**config.mk**
```make
export PLATFORM = sky130hd
export DESIGN_NAME = unix_frame_rx
export DESIGN_NICKNAME = d
export VERILOG_FILES = /design/src/rtl/unix_frame_rx.sv
export SDC_FILE = /design/constraint.sdc
export NUM_CORES = 1
export LEC_CHECK = 0
export BUFFER_PORTS_ARGS = -buffer_cell sky130_fd_sc_hd__buf_2
export CAP_MARGIN = 20
export CELL_PAD_IN_SITES_DETAIL_PLACEMENT = 1
export CELL_PAD_IN_SITES_GLOBAL_PLACEMENT = 1
export CORE_MARGIN = 1.5
export CORE_UTILIZATION = 35
export DETAILED_ROUTE_END_ITERATION = 8
export HOLD_SLACK_MARGIN = 0.03
export PLACE_DENSITY_LB_ADDON = 0.1
export SLEW_MARGIN = 20
export SYNTH_ARGS = -nofsm -noshare
export SYNTH_HDL_FRONTEND = slang
export SYNTH_SLANG_ARGS = --single-unit
```
**constraint.sdc**
```tcl
create_clock -name unix_sclk -period 3.45 [get_ports unix_sclk]
set_clock_uncertainty 0.05 [all_clocks]
set_input_delay 0.1725 -clock unix_sclk [delete_from_list [all_inputs] [get_ports unix_sclk]]
set_output_delay 0.1725 -clock unix_sclk [all_outputs]
set_load 0.02 [all_outputs]
```
**src/rtl/unix_frame_rx.sv**
```systemverilog
// Framed serial receiver for the Unix-timestamp link: deserialises a 32-bit LSB-first timestamp
// plus even parity, validates it and publishes seconds since 2020-01-01 as a T_WIDTH-bit count.
module unix_frame_rx #(
  parameter logic [31:0] EPOCH_OFFSET = 32'd1577836800,
  parameter int unsigned T_WIDTH      = 28
) (
  input  logic               unix_sclk,
  input  logic               reset,
  input  logic               unix_data,
  input  logic               unix_frame,
  output logic [T_WIDTH-1:0] t,
  output logic               t_valid,
  output logic               parity_err,
  output logic               frame_err,
  output logic               range_err
);

  typedef enum logic [1:0] {StHunt, StIdle, StRx, StCheck} state_e;

  state_e      state;
  logic [31:0] sr;
  logic        parity;
  logic [5:0]  cnt;
  logic        overrun;

  logic [32:0] diff;
  logic        below;
  logic        above;
  logic        frame_bad;
  logic        parity_bad;

  // Range test runs in 33 bits so an underflow cannot alias into the valid window.
  always_comb begin
    diff       = {1'b0, sr} - {1'b0, EPOCH_OFFSET};
    below      = sr < EPOCH_OFFSET;
    above      = diff >= (33'd1 << T_WIDTH);
    frame_bad  = overrun || (cnt != 6'd33);
    parity_bad = (^sr) ^ parity;
  end

  always_ff @(posedge unix_sclk or posedge reset) begin
    if (reset) begin
      state      <= StHunt;
      sr         <= '0;
      parity     <= 1'b0;
      cnt        <= '0;
      overrun    <= 1'b0;
      t          <= '0;
      t_valid    <= 1'b0;
      parity_err <= 1'b0;
      frame_err  <= 1'b0;
      range_err  <= 1'b0;
    end else begin
      t_valid    <= 1'b0;
      parity_err <= 1'b0;
      frame_err  <= 1'b0;
      range_err  <= 1'b0;
      unique case (state)
        // Skip any frame already in progress when reset was released.
        StHunt: begin
          if (!unix_frame) state <= StIdle;
        end
        StIdle: begin
          cnt     <= '0;
          overrun <= 1'b0;
          if (unix_frame) begin
            sr    <= {unix_data, 31'd0};
            cnt   <= 6'd1;
            state <= StRx;
          end
        end
        StRx: begin
          if (!unix_frame) begin
            state <= StCheck;
          end else if (cnt < 6'd32) begin
            sr  <= {unix_data, sr[31:1]};
            cnt <= cnt + 6'd1;
          end else if (cnt == 6'd32) begin
            parity <= unix_data;
            cnt    <= 6'd33;
          end else begin
            overrun <= 1'b1;
          end
        end
        StCheck: begin
          state   <= StIdle;
          cnt     <= '0;
          overrun <= 1'b0;
          if (frame_bad) begin
            frame_err <= 1'b1;
          end else if (parity_bad) begin
            parity_err <= 1'b1;
          end else if (below || above) begin
            range_err <= 1'b1;
          end else begin
            t       <= diff[T_WIDTH-1:0];
            t_valid <= 1'b1;
          end
        end
        default: state <= StHunt;
      endcase
    end
  end

endmodule
```
==> results.env, run 1 <==
TIMING.REG2REG.SETUP_SLACK_PS=320
GRT_PASS1_VIAS=2856
YOSYSSEQAREASHARE_PCT=45.51
SYNTH.FF_LATCH_COUNT=74
SYN-MEAN-INSTANCE-AREA_UM2=11.63
LAYOUT_AREA_GROWTH_OVER_SYNTHESIS_PCT=17.68
OUTCOME='finished clean'
POWER.DENSITY_mW_PER_MM2=548.0
NUMBER_OF_WARNINGS_REPORTED_IN_THE_YOSYS_SYNTHESIS_LOG=0
PORTBUFFERS=35
DPL.HPWL_UM=6392
MAX_CLOCK_FREQ_MHz=319.4
CTS_HTREE_LEVELS=3
TIMING.MAX_CAP.VIOLATIONS=0
POSTSYNTH.ASYNCRESETSHARE_PCT=100.0
FINALSETUPVIOLCOUNT=0
STARTPOINT='sr[12]$_DFFE_PP0P_'
YS_DOMINANT_REG_CELL='sky130_fd_sc_hd__dfrtp_1'
TIGHTESTPINTRANSITION_PS=776.1
MAX-SLEW-MARGIN-REL_PCT=48.26
DRT_ITER0_MARKERS=100
P_INT_mW=1.821
CORE_REGION_AREA_MM2=0.01137
HOLD_START='unix_data'
SWITCHING_SHARE_PCT=30.59
WORST_IR_DROP_VDD_mV=0.4029
GLOBAL_PLACER_S_FINAL_WEIGHTED_CONGESTION=0.7927
WL_PER_CELL_UM=16.24
ANTENNA_VIOLATIONS_BEFORE_REPAIR=0
SYNTH_ENABLE_FLOP_CELLS=0
MOST_FREQUENT_CELLS_AFTER_SYNTHESIS='sky130_fd_sc_hd__dfrtp_1, sky130_fd_sc_hd__inv_1, sky130_fd_sc_hd__a22o_1, sky130_fd_sc_hd__ha_1, sky130_fd_sc_hd__xnor2_1'
ANTENNA_CELLS_INSERTED=0
END_KIND='flip-flop'
CLOCK_BUFFER_DEPTH=2
WORST_SETUP_HOLD_PATH_CLK_SLEW_PS=60
CLOCK_LATENCY_PS=340
DIE_AREA_MM2=0.01228
POWER_FRAC_CLOCK_PCT=38.0
HOLD_PATH.CLASS='in2reg'
DETAIL_ROUTE.VIAS_PER_CELL=5.060
RSZ0062_AT_GRT='false'
GLOBALROUTETOTALUTIL_PCT=15.46
MINIMUM_CLOCK_PERIOD_AFTER_LAYOUT_PS=3130
REG2REG_FROM='sr[12]$_DFFE_PP0P_'
SYN_AREA_MM2=0.004069
TRITONCTS.NUM_BUFFERS=9
DRC_ERRORS=0
FLOORPLAN.INITIALDENSITY_PCT=35.79
DIE_W_UM=110.8
VIAS=2773
WORSTSETUPSTARTPOINTTYPE='flip-flop'
CLKSINKCOUNT=74
LEAKAGEPOWER_nW=2.454
FLOORPLAN.ROWS=39
DETAIL-ROUTE-ANTENNA-NETS=0
TIMING.CRITICAL_PATH.FANOUT_MAX=13
FILL_CELLS=1256
CTS_TREE='yes'
DRT-PASS1-ITER-COUNT=4
YS_TOP_CELLS_BY_AREA='sky130_fd_sc_hd__dfrtp_1, sky130_fd_sc_hd__ha_1, sky130_fd_sc_hd__mux2_4'
CRIT_TYPE='reg2reg'
NETSWITCHINGPOWER_uW=802.7
FINAL_CORE_UTILIZATION_PCT=42.12
PERIOD_SHARE_PCT=90.74
DRT-TOTAL-WL_UM=8902
SYNTH_LARGEST_AREA_CELL='sky130_fd_sc_hd__dfrtp_1'
SYNTH_CELL_TYPE_COUNT=48
SYNTHESIS.INSTANCES=350
YOSYSMOSTFREQUENTCELL='sky130_fd_sc_hd__dfrtp_1'
COMB_POWER_SHARE_PCT=24.6
DRV_SLEW=0
POSTSYNTHNETCOUNT=384
TOTALNEGATIVESETUPSLACK_PS=0
POST_ROUTE_CELLS_DRIVE_ABOVE_1_SHARE_PCT=26.17
WORST_EP_REQUIRED_TIME_PS=3620
CRITPATHARRIVALTIME_PS=3300
SEQUENTIALPOWERSHARE_PCT=37.4
CLOCK_TREE.ROOT_CELL='sky130_fd_sc_hd__clkbuf_16'
IOS=36
DIE-HEIGHT_UM=110.8
GLOBALROUTEOVERFLOWTOTAL=0
HOLD_VIOL_FINAL=0
FINAL.HOLD.WORST_SLACK_PS=53.76
YOSYSTOPAREACELLSHARE_PCT=45.51
MAXIMUM_NUMBER_OF_PINS_ON_ONE_NET_BEFORE_GLOBAL_ROUTE_REPAIR=35
GRT_PASS1_WL_UM=15030
NUMBER_OF_GATES_RESIZED_AFTER_CTS=0
FINISH.NET_COUNT=434
area by class of cell:
cell class | instances | area [um2] | area share, %
Clock buffer | 12 | 236.5 | 4.939
Clock inverter | 4 | 76.32 | 1.594
Inverter | 36 | 135.1 | 2.822
Multi-Input combinational cell | 229 | 2007 | 41.91
Sequential cell | 74 | 1852 | 38.67
Tap cell | 143 | 178.9 | 3.737
Timing Repair Buffer | 50 | 302.8 | 6.323
critical path: stages, from the launching register on:
cell                       delay (ps)
sky130_fd_sc_hd__dfrtp_1          430
sky130_fd_sc_hd__inv_1            110
sky130_fd_sc_hd__ha_1             320
sky130_fd_sc_hd__xnor2_1          180
sky130_fd_sc_hd__xnor2_1          170
sky130_fd_sc_hd__xnor3_1          350
sky130_fd_sc_hd__xnor2_1          150
sky130_fd_sc_hd__nand3b_4         170
sky130_fd_sc_hd__or4b_1           530
sky130_fd_sc_hd__buf_4            240
sky130_fd_sc_hd__mux2_4           320
logic make-up (layout without fill, tap and decap cells):
| group | Yosys count | in the layout | synth area share (%) |
|---|---|---|---|
| AOI/OAI and AO/OA | 73 | 73 | 13.47 |
| muxes | 30 | 30 | 10.02 |
| adders and majority gates | 30 | 30 | 9.225 |
| and+or+nand+nor | 64 | 64 | 9.225 |
| buffers and inverters | 47 | 102 | 5.320 |
| xor gates and xnor gates | 32 | 32 | 7.226 |
| DFF | 74 | 74 | 45.51 |
sequential cells by signal, indices dropped and copies added, names as in the netlist:
| name | cells |
|---|---|
| cnt | 6 |
| frame_err | 1 |
| overrun | 1 |
| parity | 1 |
| parity_err | 1 |
| range_err | 1 |
| sr | 32 |
| state | 2 |
| t | 28 |
| t_valid | 1 |
layout by cell type (no fill, tap or decap), drive strengths merged, types with 3 or more instances in the layout:
cell and n:
nor3b 3, mux2 29, inv 36, dfrtp 74
nand3 8, xor2 6, buf 49, clkbuf 12
nor4 4, o21ai 12, xnor2 25, a21oi 10
nor3 8, nor2b 3, a211oi 4, ha 30
a31oi 3, nor2 8, and3 3, nand2 18
a22o 31
path summary, 6_finish.rpt:
| path | endpoint | cells after the start |
|---|---|---|
| worst max-delay path | t[27]$_DFFE_PP0P_ | 10 |
| max in group asynchronous | t[23]$_DFFE_PP0P_ | 4 |
| worst min register to register | t[21]$_DFFE_PP0P_ | 1 |
| min in group asynchronous | t[10]$_DFFE_PP0P_ | 3 |
| worst max register to register | t[27]$_DFFE_PP0P_ | 10 |
| worst min-delay path | parity$_DFFE_PP0P_ | 2 |
power by group through the flow:
stage	logic [mW]	clock network, mW	registers [mW]
final	0.644	0.998	0.982
after global placement	0.643	0	0.994
after global routing	0.730	1.07	0.989
after floorplan	0.465	0	0.988
after detailed placement	0.654	0	0.996
after CTS	0.659	1.04	0.981
per-layer routing:
layer / global-route usage [%] / vias to the layer above / share of wire, %
li1: - / 1326 / -
met1: 20.41 / 1404 / 48
met2: 25.19 / 34 / 48
met3: 3.773 / 9 / 2.6
met4: 4.615 / 0 / 1.3
met5: 0 / - / 0
through the flow:
| step | instances | power [mW] | instance area (um2) | worst slack, ps |
|---|---|---|---|---|
| 6_report | 548 | 2.624 | 4788 | 319.6 |
| 4_1_cts | 548 | 2.675 | 4788 | 297.2 |
| 2_1_floorplan | 350 | 1.453 | 4069 | 385.9 |
| 3_5_place_dp | 531 | 1.650 | 4466 | 316.0 |
| 3_3_place_gp | 531 | 1.637 | 4466 | 325.3 |
| 5_1_grt | 548 | 2.786 | 4788 | 81.83 |
repair_timing:
action	in CTS	in global routing
hold buffers	1	0
setup buffers	0	0
hold endpoints to repair	32	0
No activity file was read; power rests on OpenSTA's default activity.
==> run 2: changes to the inputs <==
==> constraint.sdc (replaced) <==
create_clock -name unix_sclk -period 3.2 [get_ports unix_sclk]
set_clock_uncertainty 0.05 [all_clocks]
set_input_delay 0.16 -clock unix_sclk [delete_from_list [all_inputs] [get_ports unix_sclk]]
set_output_delay 0.16 -clock unix_sclk [all_outputs]
set_load 0.01 [all_outputs]
==> results.env, run 2 (same netlist as run 1, synthesis figures left out) <==
OUTCOME='finished clean'  # unchanged
TRITONCTS.NUM_BUFFERS=9  # unchanged
STARTPOINT='sr[31]$_DFFE_PP0P_'  # was sr[12]$_DFFE_PP0P_
PLACEDINSTANCEAREA_MM2=0.004596  # was 0.004466 mm2
CRIT-REG2REG-CAPTURE='t[8]$_DFFE_PP0P_'  # was t[27]$_DFFE_PP0P_
POST_ROUTE_CELLS_DRIVE_ABOVE_1_SHARE_PCT=30.75  # was 26.17%
LAYOUT_TOP_REGISTERS='sr (32), t (28), cnt (6)'  # unchanged
DIE_AREA_MM2=0.01228  # unchanged
TIMING.CRITICAL_PATH.SLOWEST_CELL_DELAY_PS=540  # was 530 ps
FINISH.NET_COUNT=455  # was 434
DETAIL_ROUTE.WIRELENGTH.MET1_UM=4356  # was 4262 um
RSZ0062_AT_GRT='false'  # unchanged
CLOCK_TREE.ROOT_CELL='sky130_fd_sc_hd__clkbuf_16'  # unchanged
FLOORPLAN.ROWS=39  # unchanged
TIMING.MAX_CAP.VIOLATIONS=0  # unchanged
MET2ROUTEDLENGTH_UM=4362  # was 4285 um
HOLD_VIOL_FINAL=0  # unchanged
VIAS=2842  # was 2773
REG2REG_FROM='sr[31]$_DFFE_PP0P_'  # was sr[12]$_DFFE_PP0P_
CTS_HTREE_LEVELS=3  # unchanged
HOLD_PATH.CLASS='in2async'  # was in2reg
WORSTSETUPSTARTPOINTTYPE='flip-flop'  # unchanged
TOP_REGISTER='sr'  # unchanged
WORST_SETUP_HOLD_PATH_CLK_SLEW_PS=60  # about the same
DRC_ERRORS=0  # unchanged
P_INT_mW=1.947  # was 1.821 mW
TOTALNEGATIVESETUPSLACK_PS=0  # unchanged
GLOBALROUTETOTALUTIL_PCT=16.13  # was 15.46%
CTS_TREE='yes'  # unchanged
GRT_PASS1_WL_UM=15490  # was 15030 um
DRV_SLEW=0  # unchanged
DRT_ITER0_MARKERS=97  # was 100
POWER_FRAC_CLOCK_PCT=36.7  # was 38.0%
LAYOUT_COMMON_CELLS='sky130_fd_sc_hd__dfrtp_1, sky130_fd_sc_hd__inv_1, sky130_fd_sc_hd__buf_2, sky130_fd_sc_hd__buf_4, sky130_fd_sc_hd__a22o_1'  # was sky130_fd_sc_hd__dfrtp_1, sky130_fd_sc_hd__inv_1, sky130_fd_sc_hd__buf_2, sky130_fd_sc_hd__a22o_1, sky130_fd_sc_hd__ha_1
CRITPATHARRIVALTIME_PS=3240  # was 3300 ps
MAX_CLOCK_FREQ_MHz=326.2  # was 319.4 MHz
PERIOD_SHARE_PCT=95.79  # was 90.74%
WORST_EP_REQUIRED_TIME_PS=3380  # was 3620 ps
NETSWITCHINGPOWER_uW=864.6  # was 802.7 uW
PORTBUFFERS=35  # unchanged
CLOCK_LATENCY_PS=340  # about the same
CRIT_SLOWEST_CELL='sky130_fd_sc_hd__or4b_4'  # was sky130_fd_sc_hd__or4b_1
AMOUNT_OF_WIRE_ON_MET3_AFTER_DETAILED_ROUTING_UM=304  # was 234 um
WORST_IR_DROP_VDD_mV=0.4354  # was 0.4029 mV
GLOBAL_PLACER_S_FINAL_WEIGHTED_CONGESTION=0.8077  # was 0.7927
DRT-TOTAL-WL_UM=9221  # was 8902 um
IOS=36  # unchanged
COMB_POWER_SHARE_PCT=25.9  # was 24.6%
FLOORPLAN.INITIALDENSITY_PCT=35.79  # unchanged
DRT-PASS1-ITER-COUNT=4  # unchanged
ROUTED.TOP_LAYER='met4'  # unchanged
CRIT_TYPE='reg2reg'  # unchanged
GLOBALROUTEOVERFLOWTOTAL=0  # unchanged
DIE_W_UM=110.8  # unchanged
CLOCK_BUFFER_DEPTH=2  # unchanged
CORE_REGION_AREA_MM2=0.01137  # unchanged
WL_PER_CELL_UM=16.21  # was 16.24 um
FINALINSTANCEAREA_MM2=0.004949  # was 0.004788 mm2
DETAIL-ROUTE-ANTENNA-NETS=0  # unchanged
MAX-SLEW-MARGIN-REL_PCT=36.36  # was 48.26%
SEQUENTIALPOWERSHARE_PCT=37.3  # was 37.4%
POWER.DENSITY_mW_PER_MM2=568.2  # was 548.0 mW/mm2
MOSTFREQUENTLAYOUTCELL='sky130_fd_sc_hd__dfrtp_1'  # unchanged
LARGEST_REGISTER_FF_COUNT=32  # unchanged
FINAL_CELLS=569  # was 548
ANTENNA_CELLS_INSERTED=0  # unchanged
TIMING.REG2REG.SETUP_SLACK_PS=130  # was 320 ps
CRIT_TOP_CELL='sky130_fd_sc_hd__xnor2_1'  # unchanged
MINIMUM_CLOCK_PERIOD_AFTER_LAYOUT_PS=3065  # was 3130 ps
DPL.HPWL_UM=6430  # was 6392 um
LEAKAGEPOWER_nW=2.562  # was 2.454 nW
PLACE_INST=550  # was 531
FINALSETUPVIOLCOUNT=0  # unchanged
REG2REG_DEPTH=10  # unchanged
TIGHTESTPINTRANSITION_PS=954.6  # was 776.1 ps
FINAL_POWER_mW=2.812  # was 2.624 mW
ANTENNA_VIOLATIONS_BEFORE_REPAIR=0  # unchanged
LAYOUT_AREA_GROWTH_OVER_SYNTHESIS_PCT=21.62  # was 17.68%
PATH_CELLS='inv_1 -> ha_1 -> xor2_1 -> xnor2_1 -> xnor3_1 -> xnor2_1 -> nand3b_4 -> or4b_4 -> buf_6 -> mux2_4'  # was inv_1 -> ha_1 -> xnor2_1 -> xnor2_1 -> xnor3_1 -> xnor2_1 -> nand3b_4 -> or4b_1 -> buf_4 -> mux2_4
FINAL_CORE_UTILIZATION_PCT=43.52  # was 42.12%
TIMING.CRITICAL_PATH.FANOUT_MAX=15  # was 13
GRT_PASS1_VIAS=3003  # was 2856
END_KIND='flip-flop'  # unchanged
CLKSINKCOUNT=74  # unchanged
SWITCHING_SHARE_PCT=30.75  # was 30.59%
DIE-HEIGHT_UM=110.8  # unchanged
DETAIL_ROUTE.VIAS_PER_CELL=4.995  # was 5.060
MAXIMUM_NUMBER_OF_PINS_ON_ONE_NET_BEFORE_GLOBAL_ROUTE_REPAIR=75  # was 35
-- run 2: final cells by class --
class / count / area, um2
Timing Repair Buffer: 71 / 459.2
Inverter: 36 / 135.1
Tap cell: 143 / 178.9
Fill cell: 1239 / 6421
Clock inverter: 2 / 35.03
Sequential cell: 74 / 1853
Multi-Input combinational cell: 229 / 2023
Clock buffer: 14 / 264.0
-- run 2: timing repair --
| item | 4_1_cts | 5_1_grt |
|---|---|---|
| resized for setup | 0 | 7 |
| endpoints found under the setup margin | 0 | 27 |
| hold buffers | 1 | 0 |
| setup buffers | 0 | 2 |
| endpoints found under the hold margin | 2 | 0 |
-- run 2: layer usage --
metal / GRT usage (%) / vias to the layer above
met2: 25.93 / 33
li1: - / 1377
met1: 20.64 / 1417
met3: 3.991 / 15
met5: 0 / -
met4: 7.009 / 0
-- run 2: per-stage QoR --
step	worst slack [ps]	hold slack, ps
after global routing	9.377	118.9
after detailed placement	38.82	372.2
final	134.7	60.56
after floorplan	135.9	260.6
after global placement	77.16	368.8
after CTS	19.19	94.82
-- run 2: worst max-delay path by stage --
stage | slack, ps | depth (start not counted) | end
after floorplan | 140 | 11 | t[17]$_DFFE_PP0P_
after global placement | 80 | 10 | t[27]$_DFFE_PP0P_
after detailed placement | 40 | 10 | t[1]$_DFFE_PP0P_
after CTS | 20 | 10 | t[19]$_DFFE_PP0P_
after global routing | 9 | 10 | t[8]$_DFFE_PP0P_
final | 130 | 10 | t[8]$_DFFE_PP0P_
-- run 2: power by group through the flow --
stage | sequential, mW | combinational, mW | clock [mW]
after global routing | 1.06 | 0.814 | 1.11
after floorplan | 1.06 | 0.502 | 0
final | 1.05 | 0.729 | 1.03
after CTS | 1.05 | 0.714 | 1.08
after global placement | 1.06 | 0.702 | 0
after detailed placement | 1.07 | 0.709 | 0
-- run 2: critical path: cells and delay by family (launching register included) --
kind	cells	cell delay (ps)
xor gates and xnor gates	4	930
adders and majority gates	1	310
muxes	1	310
and+or+nand+nor	2	700
buffers and inverters	2	270
DFF	1	370
==> run 3: changes to the inputs <==
--- a/config.mk
+++ b/config.mk
@@ -6,11 +6,10 @@
 export NUM_CORES = 1
 export LEC_CHECK = 0
 export BUFFER_PORTS_ARGS = -buffer_cell sky130_fd_sc_hd__buf_2
-export CAP_MARGIN = 20
 export CELL_PAD_IN_SITES_DETAIL_PLACEMENT = 1
 export CELL_PAD_IN_SITES_GLOBAL_PLACEMENT = 1
-export CORE_MARGIN = 1.5
 export CORE_UTILIZATION = 35
+export CTS_BUF_LIST = sky130_fd_sc_hd__clkbuf_2
 export DETAILED_ROUTE_END_ITERATION = 8
 export HOLD_SLACK_MARGIN = 0.03
 export PLACE_DENSITY_LB_ADDON = 0.1
==> results.env, run 3 (same netlist as run 1, synthesis figures left out) <==
DETAIL-ROUTE-ANTENNA-NETS=0  # unchanged
SEQUENTIALPOWERSHARE_PCT=40.9  # was 37.3%
ANTENNA_VIOLATIONS_BEFORE_REPAIR=0  # unchanged
TOP_REGISTER='sr'  # unchanged
REG2REG_FROM='sr[13]$_DFFE_PP0P_'  # was sr[31]$_DFFE_PP0P_
WORST_SETUP_HOLD_PATH_CLK_SLEW_PS=220  # was 60 ps
FILL_CELLS=1236  # was 1239
LARGEST_REGISTER_FF_COUNT=32  # unchanged
PATH_CELLS='buf_4 -> ha_1 -> o21ai_1 -> a31oi_4 -> a21o_4 -> o31ai_2 -> a311oi_2 -> or4b_4 -> clkbuf_16 -> mux2_4'  # was inv_1 -> ha_1 -> xor2_1 -> xnor2_1 -> xnor3_1 -> xnor2_1 -> nand3b_4 -> or4b_4 -> buf_6 -> mux2_4
CTS_HTREE_LEVELS=3  # unchanged
HOLD_PATH.CLASS='in2async'  # unchanged
CTS_TREE='yes'  # unchanged
CLOCK_BUFFER_DEPTH=2  # unchanged
DRC_ERRORS=0  # unchanged
GLOBALROUTEOVERFLOWTOTAL=0  # unchanged
GRT_PASS1_WL_UM=14550  # was 15490 um
DIE-HEIGHT_UM=109.8  # was 110.8 um
PERIOD_SHARE_PCT=97.09  # was 95.79%
CORE_REGION_AREA_MM2=0.01137  # unchanged
MOSTFREQUENTLAYOUTCELL='sky130_fd_sc_hd__dfrtp_1'  # unchanged
CRIT_SLOWEST_CELL='sky130_fd_sc_hd__or4b_4'  # unchanged
OUTCOME='finished clean'  # unchanged
MAX_CLOCK_FREQ_MHz=321.9  # was 326.2 MHz
ANTENNA_CELLS_INSERTED=0  # unchanged
TIMING.CRITICAL_PATH.FANOUT_MAX=14  # was 15
DPL.HPWL_UM=6140  # was 6430 um
WORST_IR_DROP_VDD_mV=0.2662  # was 0.4354 mV
CRITPATHARRIVALTIME_PS=3530  # was 3240 ps
CLKSINKCOUNT=74  # unchanged
MINIMUM_CLOCK_PERIOD_AFTER_LAYOUT_PS=3107  # was 3065 ps
NETSWITCHINGPOWER_uW=829.4  # was 864.6 uW
DRT-PASS1-ITER-COUNT=4  # unchanged
TIMING.CRITICAL_PATH.SLOWEST_CELL_DELAY_PS=640  # was 540 ps
WL_PER_CELL_UM=15.96  # was 16.21 um
HOLD_VIOL_FINAL=0  # unchanged
DIE_AREA_MM2=0.01206  # was 0.01228 mm2
POST_ROUTE_CELLS_DRIVE_ABOVE_1_SHARE_PCT=36.90  # was 30.75%
PORTBUFFERS=35  # unchanged
LEAKAGEPOWER_nW=2.641  # was 2.562 nW
GLOBAL_PLACER_S_FINAL_WEIGHTED_CONGESTION=0.7115  # was 0.8077
POWER_FRAC_CLOCK_PCT=30.2  # was 36.7%
COMB_POWER_SHARE_PCT=28.9  # was 25.9%
FINAL_POWER_mW=2.548  # was 2.812 mW
STARTPOINT='sr[13]$_DFFE_PP0P_'  # was sr[31]$_DFFE_PP0P_
FINALSETUPVIOLCOUNT=0  # unchanged
DRT-TOTAL-WL_UM=9287  # was 9221 um
SWITCHING_SHARE_PCT=32.55  # was 30.75%
DRT_ITER0_MARKERS=71  # was 97
LAYOUT_TOP_REGISTERS='sr (32), t (28), cnt (6)'  # unchanged
POWER.DENSITY_mW_PER_MM2=497.1  # was 568.2 mW/mm2
LAYOUT_AREA_GROWTH_OVER_SYNTHESIS_PCT=25.98  # was 21.62%
VIAS=2860  # was 2842
WORST_EP_REQUIRED_TIME_PS=3620  # was 3380 ps
GLOBALROUTETOTALUTIL_PCT=16.12  # was 16.13%
MAXIMUM_NUMBER_OF_PINS_ON_ONE_NET_BEFORE_GLOBAL_ROUTE_REPAIR=75  # unchanged
CRIT_TYPE='reg2reg'  # unchanged
FLOORPLAN.INITIALDENSITY_PCT=35.79  # unchanged
DIE_W_UM=109.8  # was 110.8 um
WORSTSETUPSTARTPOINTTYPE='flip-flop'  # unchanged
DETAIL_ROUTE.VIAS_PER_CELL=4.914  # was 4.995
TOTALNEGATIVESETUPSLACK_PS=0  # unchanged
TRITONCTS.NUM_BUFFERS=9  # unchanged
GRT_PASS1_VIAS=2916  # was 3003
TIMING.MAX_CAP.VIOLATIONS=0  # unchanged
CLOCK_TREE.ROOT_CELL='sky130_fd_sc_hd__clkbuf_2'  # was sky130_fd_sc_hd__clkbuf_16
FINISH.NET_COUNT=468  # was 455
DRV_SLEW=0  # unchanged
END_KIND='flip-flop'  # unchanged
TIGHTESTPINTRANSITION_PS=563.1  # was 954.6 ps
IOS=36  # unchanged
CLOCK_LATENCY_PS=550  # was 340 ps
P_INT_mW=1.719  # was 1.947 mW
FLOORPLAN.ROWS=39  # unchanged
MAX-SLEW-MARGIN-REL_PCT=62.46  # was 36.36%
LAYOUT_COMMON_CELLS='sky130_fd_sc_hd__dfrtp_1, sky130_fd_sc_hd__buf_4, sky130_fd_sc_hd__buf_2, sky130_fd_sc_hd__a22o_1, sky130_fd_sc_hd__inv_1'  # was sky130_fd_sc_hd__dfrtp_1, sky130_fd_sc_hd__inv_1, sky130_fd_sc_hd__buf_2, sky130_fd_sc_hd__buf_4, sky130_fd_sc_hd__a22o_1
==> run 3: worst paths after layout <==
| check | endpoint | slack (ps) | cells after the start |
|---|---|---|---|
| max reg2reg | t[12]$_DFFE_PP0P_ | 90 | 10 |
| min in group unix_sclk | sr[31]$_DFFE_PP0P_ | 320 | 3 |
| max in group asynchronous | sr[8]$_DFFE_PP0P_ | 2310 | 5 |
| min reg2reg | t[20]$_DFFE_PP0P_ | 480 | 1 |
| max | t[12]$_DFFE_PP0P_ | 90 | 10 |
| min | sr[10]$_DFFE_PP0P_ | 210 | 4 |
==> run 3: cell type report <==
cell class	count	area, um2	share of cell area (%)
multi-input combinational	229	2162	42.18
inverter	36	135.1	2.636
clock inverter	7	141.4	2.758
clock buffer	9	45.04	0.8787
tap	143	178.9	3.490
timing repair buffer	84	610.6	11.91
sequential	74	1853	36.15
==> run 3: power by group through the flow <==
stage	registers (mW)	logic, mW	clock network [mW]
2_1_floorplan	1.06	0.502	0
3_3_place_gp	1.06	0.694	0
3_5_place_dp	1.06	0.704	0
4_1_cts	1.04	0.712	0.803
5_1_grt	1.05	0.826	0.828
6_report	1.04	0.736	0.770
==> run 3: routing by layer <==
layer  vias to the layer above  part of all wire, %  GRT usage, %
met5                         -                    0             0
met4                         0                  1.8         7.714
met3                        11                  2.4         2.905
met2                        31                   48         25.27
met1                      1423                   48         21.42
li1                       1395                    -             -
==> run 3: repair_timing <==
action,CTS,global route
endpoints found under the setup margin,18,27
setup buffers,0,13
endpoints found under the hold margin,80,0
hold buffers,3,0
gates resized for setup,1,25
cloned,0,2
pin swaps,0,7
==> run 3: worst max-delay path, delay by kind of cell, from the launching register on <==
family	cells	cell delay (ps)
compound gates	5	960
mux	1	300
simple gates	1	640
fa+ha+maj	1	210
flops	1	460
buf+inv	2	400
==> run 3: per-stage QoR <==
stage	std cells	hold slack [ps]	area [um2]	utilization [%]	setup slack, ps
4_1_cts	566	258.6	4808	42.29	21.72
2_1_floorplan	350	260.6	4069	-	135.9
3_5_place_dp	547	374.1	4586	40.33	28.55
3_3_place_gp	547	374.9	4586	40.33	117.8
6_report	582	206.3	5126	45.09	93.06
5_1_grt	582	226.7	5126	45.09	-43.69
